<file path="config.mk">
export PLATFORM = sky130hd
export DESIGN_NAME = leaf_out_arbiter_flat
export DESIGN_NICKNAME = d
export VERILOG_FILES = /design/src/rtl/leaf_out_arbiter_if.sv /design/src/rtl/leaf_out_arbiter.sv /design/src/flat_wrapper.sv
export SDC_FILE = /design/constraint.sdc
export NUM_CORES = 1
export LEC_CHECK = 0
export BUFFER_PORTS_ARGS = -buffer_cell sky130_fd_sc_hd__buf_2
export CORE_MARGIN = 1.5
export CORE_UTILIZATION = 40
export CTS_CLUSTER_SIZE = 25
export DETAILED_ROUTE_END_ITERATION = 12
export GPL_TIMING_DRIVEN = 0
export PLACE_DENSITY = 0.68
export SLEW_MARGIN = 40
export SYNTH_ARGS = -nofsm -noshare
export SYNTH_HDL_FRONTEND = slang
export SYNTH_SLANG_ARGS = --single-unit
export TNS_END_PERCENT = 100
</file>
<file path="constraint.sdc">
create_clock -name clk -period 7.8 [get_ports clk]
set_clock_uncertainty 0.15 [all_clocks]
set_input_delay 2.34 -clock clk [delete_from_list [all_inputs] [get_ports clk]]
set_output_delay 2.34 -clock clk [all_outputs]
set_load 0.02 [all_outputs]
</file>
<file path="src/rtl/leaf_out_arbiter_if.sv">
// Handshake bundle between the user kernel's output streams, the leaf
// output arbiter and the leaf's packet port towards the BFT.
interface leaf_out_arbiter_if #(
  parameter int PACKET_BITS   = 49,
  parameter int PAYLOAD_BITS  = 32,
  parameter int NUM_OUT_PORTS = 7
);
  logic [NUM_OUT_PORTS*PAYLOAD_BITS-1:0] din_user2arb;
  logic [NUM_OUT_PORTS-1:0]              vld_user2arb;
  logic [NUM_OUT_PORTS-1:0]              ack_arb2user;
  logic [PACKET_BITS-1:0]                dout_arb2bft;
  logic                                  dout_rdy;

  // Arbiter side: consumes user words, produces packets.
  modport slave (
    input  din_user2arb,
    input  vld_user2arb,
    input  dout_rdy,
    output ack_arb2user,
    output dout_arb2bft
  );

  // Environment side: user kernel plus BFT port.
  modport master (
    output din_user2arb,
    output vld_user2arb,
    output dout_rdy,
    input  ack_arb2user,
    input  dout_arb2bft
  );
endinterface

</file>
<file path="src/rtl/leaf_out_arbiter.sv">
// Leaf output arbiter: round-robin scheduling of the user output ports onto
// the single packet link, with per-port destination config, remote write
// address counters and credit (free remote slot) accounting.
module leaf_out_arbiter #(
  parameter int PACKET_BITS           = 49,
  parameter int PAYLOAD_BITS          = 32,
  parameter int NUM_LEAF_BITS         = 5,
  parameter int NUM_PORT_BITS         = 4,
  parameter int NUM_ADDR_BITS         = 7,
  parameter int NUM_OUT_PORTS         = 7,
  parameter int FREESPACE_UPDATE_SIZE = 64
) (
  input  logic                                 clk,
  input  logic                                 reset_n,
  leaf_out_arbiter_if.slave                    bus,
  input  logic                                 cfg_wr,
  input  logic [NUM_PORT_BITS-1:0]             cfg_port,
  input  logic [NUM_LEAF_BITS+NUM_PORT_BITS-1:0] cfg_dest,
  input  logic                                 credit_upd_vld,
  input  logic [NUM_PORT_BITS-1:0]             credit_upd_port,
  output logic                                 credit_err
);

  localparam int DEST_W = NUM_LEAF_BITS + NUM_PORT_BITS;
  // Credit counter holds 0..CMAX, so one bit wider than the address.
  localparam int CW = NUM_ADDR_BITS + 1;
  // Headroom for credit + update before saturation is decided.
  localparam int WW = NUM_ADDR_BITS + 3;

  localparam logic [CW-1:0]            CMAX   = CW'(1) << NUM_ADDR_BITS;
  localparam logic [WW-1:0]            CMAX_W = WW'(CMAX);
  localparam logic [WW-1:0]            UPD_W  = WW'(FREESPACE_UPDATE_SIZE);
  localparam logic [NUM_PORT_BITS:0]   NOUT   = (NUM_PORT_BITS+1)'(NUM_OUT_PORTS);

  localparam logic [0:0] ST_EMPTY = 1'b0;
  localparam logic [0:0] ST_FULL  = 1'b1;

  // Credit result clipped to the remote buffer depth.
  function automatic logic [CW-1:0] sat_credit(input logic [WW-1:0] v);
    if (v > CMAX_W) return CMAX;
    else            return v[CW-1:0];
  endfunction

  // One-hot of the lowest set bit (all zero when v is zero).
  function automatic logic [NUM_OUT_PORTS-1:0] lowest_oh(input logic [NUM_OUT_PORTS-1:0] v);
    logic [NUM_OUT_PORTS-1:0] r;
    r = '0;
    for (int i = NUM_OUT_PORTS-1; i >= 0; i--) begin
      if (v[i]) begin
        r    = '0;
        r[i] = 1'b1;
      end
    end
    return r;
  endfunction

  logic [0:0]               state_q, state_d;
  logic [PACKET_BITS-1:0]   dout_q, dout_d;
  logic [NUM_PORT_BITS-1:0] rr_ptr_q, rr_ptr_d;
  logic [NUM_OUT_PORTS-1:0] cfg_valid_q, cfg_valid_d;
  logic                     err_q, err_d;
  logic [CW-1:0]            credit_q [NUM_OUT_PORTS];
  logic [CW-1:0]            credit_d [NUM_OUT_PORTS];
  logic [WW-1:0]            credit_sum [NUM_OUT_PORTS];
  logic [NUM_ADDR_BITS-1:0] addr_q [NUM_OUT_PORTS];
  logic [DEST_W-1:0]        dest_q [NUM_OUT_PORTS];

  logic [NUM_OUT_PORTS-1:0] elig;
  logic [NUM_OUT_PORTS-1:0] hi_mask;
  logic [NUM_OUT_PORTS-1:0] masked;
  logic [NUM_OUT_PORTS-1:0] grant_oh;
  logic [NUM_OUT_PORTS-1:0] ack;
  logic [NUM_OUT_PORTS-1:0] cfg_hit;
  logic [NUM_OUT_PORTS-1:0] upd_hit;
  logic                     load;
  logic                     cfg_in_range;
  logic                     upd_in_range;
  logic                     ovf_any;
  logic [PACKET_BITS-1:0]   pkt;

  assign cfg_in_range = ({1'b0, cfg_port} < NOUT);
  assign upd_in_range = ({1'b0, credit_upd_port} < NOUT);

  // Eligibility and the "at or above the pointer" window of the rotation.
  always_comb begin
    elig    = '0;
    hi_mask = '0;
    for (int i = 0; i < NUM_OUT_PORTS; i++) begin
      elig[i]    = bus.vld_user2arb[i] & cfg_valid_q[i] & (credit_q[i] != '0);
      hi_mask[i] = (NUM_PORT_BITS'(i) >= rr_ptr_q);
    end
  end

  // Round-robin pick: first eligible at/after rr_ptr, otherwise wrap to the lowest.
  always_comb begin
    masked   = elig & hi_mask;
    grant_oh = (|masked) ? lowest_oh(masked) : lowest_oh(elig);
    load     = ((state_q == ST_EMPTY) | bus.dout_rdy) & (|elig);
    ack      = load ? grant_oh : '0;
  end

  assign bus.ack_arb2user = ack;
  assign bus.dout_arb2bft = dout_q;
  assign credit_err       = err_q;

  // Format the granted word and compute the pointer just past the grant.
  always_comb begin
    pkt      = '0;
    rr_ptr_d = rr_ptr_q;
    for (int i = 0; i < NUM_OUT_PORTS; i++) begin
      if (grant_oh[i]) begin
        pkt      = {1'b1, dest_q[i], addr_q[i], bus.din_user2arb[i*PAYLOAD_BITS +: PAYLOAD_BITS]};
        rr_ptr_d = (i == NUM_OUT_PORTS-1) ? '0 : NUM_PORT_BITS'(i + 1);
      end
    end
  end

  // Output register state: load wins, a drained packet empties the register.
  always_comb begin
    state_d = state_q;
    dout_d  = dout_q;
    if (load) begin
      state_d = ST_FULL;
      dout_d  = pkt;
    end else if ((state_q == ST_FULL) && bus.dout_rdy) begin
      state_d = ST_EMPTY;
      dout_d  = '0;
    end
  end

  // Decode of the config and credit-update port indices.
  always_comb begin
    cfg_hit = '0;
    upd_hit = '0;
    for (int i = 0; i < NUM_OUT_PORTS; i++) begin
      cfg_hit[i] = cfg_wr & cfg_in_range & (cfg_port == NUM_PORT_BITS'(i));
      upd_hit[i] = credit_upd_vld & upd_in_range & (credit_upd_port == NUM_PORT_BITS'(i));
    end
    cfg_valid_d = cfg_valid_q | cfg_hit;
  end

  // Credit update: consume and refill both apply, then clip to CMAX.
  always_comb begin
    ovf_any = 1'b0;
    for (int i = 0; i < NUM_OUT_PORTS; i++) begin
      credit_sum[i] = WW'(credit_q[i]) - WW'(ack[i]) + (upd_hit[i] ? UPD_W : '0);
      credit_d[i]   = sat_credit(credit_sum[i]);
      if (credit_sum[i] > CMAX_W) ovf_any = 1'b1;
    end
    err_d = err_q | ovf_any | (credit_upd_vld & ~upd_in_range) | (cfg_wr & ~cfg_in_range);
  end

  // Control and output register; reset drops any held packet immediately.
  always_ff @(posedge clk or negedge reset_n) begin
    if (!reset_n) begin
      state_q     <= ST_EMPTY;
      dout_q      <= '0;
      rr_ptr_q    <= '0;
      cfg_valid_q <= '0;
      err_q       <= 1'b0;
    end else begin
      state_q     <= state_d;
      dout_q      <= dout_d;
      if (load) rr_ptr_q <= rr_ptr_d;
      cfg_valid_q <= cfg_valid_d;
      err_q       <= err_d;
    end
  end

  // Per-port credit counters and remote write-address counters.
  always_ff @(posedge clk or negedge reset_n) begin
    if (!reset_n) begin
      for (int i = 0; i < NUM_OUT_PORTS; i++) begin
        credit_q[i] <= CMAX;
        addr_q[i]   <= '0;
      end
    end else begin
      for (int i = 0; i < NUM_OUT_PORTS; i++) begin
        credit_q[i] <= credit_d[i];
        if (ack[i]) addr_q[i] <= addr_q[i] + 1'b1;
      end
    end
  end

  // Destination table; only meaningful once the matching cfg_valid bit is set.
  always_ff @(posedge clk) begin
    for (int i = 0; i < NUM_OUT_PORTS; i++) begin
      if (cfg_hit[i]) dest_q[i] <= cfg_dest;
    end
  end

endmodule

</file>
<file path="src/flat_wrapper.sv">
// flat-port wrapper written by rule: the top's interface ports become plain ports
module leaf_out_arbiter_flat 
#(
  parameter int PACKET_BITS           = 49,
  parameter int PAYLOAD_BITS          = 32,
  parameter int NUM_LEAF_BITS         = 5,
  parameter int NUM_PORT_BITS         = 4,
  parameter int NUM_ADDR_BITS         = 7,
  parameter int NUM_OUT_PORTS         = 7,
  parameter int FREESPACE_UPDATE_SIZE = 64
)
  (clk, reset_n, cfg_wr, cfg_port, cfg_dest, credit_upd_vld, credit_upd_port, credit_err, bus_din_user2arb, bus_vld_user2arb, bus_dout_rdy, bus_ack_arb2user, bus_dout_arb2bft);
  leaf_out_arbiter_if #(.PACKET_BITS(PACKET_BITS), .PAYLOAD_BITS(PAYLOAD_BITS), .NUM_OUT_PORTS(NUM_OUT_PORTS)) bus_i ();
  input  logic clk;
  input  logic reset_n;
  input  logic cfg_wr;
  input  logic [NUM_PORT_BITS-1:0] cfg_port;
  input  logic [NUM_LEAF_BITS+NUM_PORT_BITS-1:0] cfg_dest;
  input  logic credit_upd_vld;
  input  logic [NUM_PORT_BITS-1:0] credit_upd_port;
  output logic credit_err;
  input wire logic [$bits(bus_i.din_user2arb)-1:0] bus_din_user2arb;
  input wire logic [$bits(bus_i.vld_user2arb)-1:0] bus_vld_user2arb;
  input wire logic [$bits(bus_i.dout_rdy)-1:0] bus_dout_rdy;
  output wire logic [$bits(bus_i.ack_arb2user)-1:0] bus_ack_arb2user;
  output wire logic [$bits(bus_i.dout_arb2bft)-1:0] bus_dout_arb2bft;
  assign bus_i.din_user2arb = bus_din_user2arb;
  assign bus_i.vld_user2arb = bus_vld_user2arb;
  assign bus_i.dout_rdy = bus_dout_rdy;
  assign bus_ack_arb2user = bus_i.ack_arb2user;
  assign bus_dout_arb2bft = bus_i.dout_arb2bft;
  leaf_out_arbiter #(.PACKET_BITS(PACKET_BITS), .PAYLOAD_BITS(PAYLOAD_BITS), .NUM_LEAF_BITS(NUM_LEAF_BITS), .NUM_PORT_BITS(NUM_PORT_BITS), .NUM_ADDR_BITS(NUM_ADDR_BITS), .NUM_OUT_PORTS(NUM_OUT_PORTS), .FREESPACE_UPDATE_SIZE(FREESPACE_UPDATE_SIZE)) u_core (.clk(clk), .reset_n(reset_n), .bus(bus_i), .cfg_wr(cfg_wr), .cfg_port(cfg_port), .cfg_dest(cfg_dest), .credit_upd_vld(credit_upd_vld), .credit_upd_port(credit_upd_port), .credit_err(credit_err));
endmodule
</file>
==> impl_results.md <==
* Status: finished, final reports clean
* # hold bufs at CTS at 0
* CP endpoint kind: primary output
* 1st-iter DRT viols at 1117
* Worst endpoint required time at 5.31 ns
* Area growth, synth to finish at 24.5%
* Die area at 33900 um^2
* Final worst-path cycle share at 0.967
* Initial Util at 0.404
* CTS Buffer Depth at 3
* Most frequent cell after synthesis: dfrtp_1
* Htree depth at 1
* Initial antenna violation count at 6
* Clk_lat worst skew at 0.54 ns
* TritonCTS clock tree: built
* Tot Pwr at 6.96 mW
* Final Hold Fails at 0
* Mapped Nets at 1609
* Mux share of post-synthesis cell area at 0.00829
* Die X at 184 um
* Critical path arrival at 5.05 ns
* # setup viols final at 0
* Critical R2R Launch: u_core.credit_q[28]
* Final min period at 7.54 ns
* Vias/cell at 6.10
* Mapped Cells at 1319
* Cts bufs inserted at 27
* Clock sink count at 229
* HP Class: reg -> reg
* Post-Synth Adder-Cell Area at 0.0353
* Rel. slew slack at 0.440
* Max Slew Vio Count at 0
* Mean Syn Cell Area at 9.95 um^2
* R2R depth at 16
* Area contributors post-synth: dfrtp_1 30%, edfxtp_1 14%, a211oi_1 5.3%, o21ai_0 3.9%, xnor2_1 3.7%
* Dpl hpwl at 37800 um
* WHS Endpoint: u_core.addr_q[13]
* Fill cells at 3067
* Post-route ant nets at 0
* DIE HEIGHT at 184 um
* # DRC at 0
* Slew @ Worst Pin at 0.830 ns
* Post-synth ARST share at 0.725
* CTS resizes at 0
* CTS root buffer: clkbuf_16
* Crit-path max FO at 10
* Synth Flop Type: dfrtp_1
* GP Congestion at 0.979
* Top post-synthesis cells by count: 159 x dfrtp_1, 102 x o21ai_0, 93 x a211oi_1, 87 x nor2_1, 75 x clkbuf_1
* Io pins at 310
* Post-synth EDFFs at 63
* Core area at 32500 um^2
* Leading area contributor after synthesis: dfrtp_1
* Leakage at 6.88 nW
* Worst vdd ir at 0.199 mV
* HP Start: u_core.addr_q[13]
* Reg2Reg Setup Slack at 1.71 ns
* Wire per inst at 23.5 um
* Ys Warns at 0
* GRT overflow at 0
* Main combinational cell family by area after synthesis: compound AO/OA/AOI/OAI gates
* Max_cap viols at 0
* Worst hold path stage count at 1
* IO Port Bufs at 308
* Post-Synth Simple-Gate Area at 0.125
* Vias in the first global route at 12795
* Final Net Count at 1957
* Vias at 12993
* Reg2reg end: u_core.credit_err
* Register area share after synthesis at 0.461
* Post-CTS setup buffers at 0
* Crit path kind: in -> out
* RSZ-0062 raised after global routing: no
* Pre-antenna DRT Iters at 5
* Top cell type's share of synthesized area at 0.303
* Peak Freq at 0.133 GHz
* Post-Synth XOR/XNOR Area at 0.0554
* Share of cells above drive strength 1 at 0.269
* Synth Area in Compound Gates at 0.273
* Rows at 66
* Yosys reg bits at 229
* Routed WL at 50200 um
* First-pass GRT wire length at 74700 um
* Startpoint types: input port
* Pin count of the biggest net entering global routing at 66
* Netlist cell types at 80
* Reg clk slew, reported paths at 0.06 ns
* GRT Total Usage at 0.291
* Final TNS setup at 0 ns
* Mapped cell area at 13100 um^2
* Power Density at 426 nW/um^2
==> sequential cells by signal (all words and copies together), names as in the netlist <==
signal	cells
u_core.bus.dout_arb2bft	49
u_core.rr_ptr_q	3
u_core.state_q	1
u_core.addr_q	49
u_core.credit_err	1
u_core.dest_q	63
u_core.cfg_valid_q	7
u_core.credit_q	56
==> cells by family (layout without fill, tap and decap cells) <==
family	Yosys count	count (layout)
flops	229	229
xor+xnor	83	83
other cells	0	2
compound gates	511	511
buf+inv	135	503
simple gates	314	314
mux	10	10
fa+ha+maj	37	37
==> per-layer routing <==
layer,global-route usage,wire (um),vias to the layer above
met4,0.174,3060,6
met3,0.0583,3800,165
met5,0,37,-
li1,-,-,5798
met1,0.353,19700,6347
met2,0.478,23500,677
==> report_power, final <==
group          switching (mW)  internal (mW)
Combinational            2.41           1.36
Clock                   0.521          0.829
Sequential              0.281           1.56
==> worst max-delay path, cell delays in order <==
cell and delay [ns]:
buf_2 0.10, nand2_1 0.05, a41o_1 0.34, or4_1 0.54, nor4_2 0.54, buf_4 0.31, nor2_1 0.14, nor2_2 0.43
buf_2 0.26
==> cells in the final DEF, fill, tap and decap left out, types with 37 or more instances in the layout <==
| cell | n |
|---|---|
| o311a_1 | 45 |
| a21oi_1 | 70 |
| a32oi_1 | 46 |
| nand2_1 | 68 |
| a211oi_1 | 93 |
| a22oi_1 | 47 |
| edfxtp_1 | 63 |
| ha_1 | 37 |
| nor2_1 | 86 |
| buf_2 | 338 |
| clkbuf_1 | 77 |
| o21ai_0 | 102 |
| o21ai_1 | 50 |
| xnor2_1 | 55 |
| dfrtp_1 | 159 |
==> stage by stage <==
stage                      util  setup WS, ns  area, um^2  instances  hold WS (ns)
after global placement    0.469       0.00614       15200       2069         0.301
after global routing      0.504         0.205       16300       2131         0.336
after floorplan               -          1.35       13100       1319         0.285
after detailed placement  0.474         0.222       15400       2080         0.305
after CTS                 0.503         0.210       16300       2129         0.318
final                     0.504         0.258       16300       2131         0.319
==> cell type report <==
type	count	area, um^2	area share
clock buffer	29	683	0.0418
buffer	105	445	0.0273
tap	442	553	0.0338
sequential	229	6050	0.370
multi-input combinational	955	6580	0.402
inverter	30	113	0.00689
antenna	2	5.00	0.000306
clock inverter	20	255	0.0156
timing repair buffer	319	1660	0.102
==> worst max path at each step <==
stage | slack (ns) | to | start
2_1_floorplan | 1.35 | bus_ack_arb2user[3] | bus_vld_user2arb[3]
3_3_place_gp | 0.006 | bus_ack_arb2user[3] | bus_vld_user2arb[3]
3_5_place_dp | 0.22 | bus_ack_arb2user[3] | bus_vld_user2arb[3]
4_1_cts | 0.21 | bus_ack_arb2user[3] | bus_vld_user2arb[3]
5_1_grt | 0.20 | bus_ack_arb2user[3] | bus_vld_user2arb[3]
6_report | 0.26 | bus_ack_arb2user[3] | bus_vld_user2arb[3]
Power figures use the tool's default switching activity.
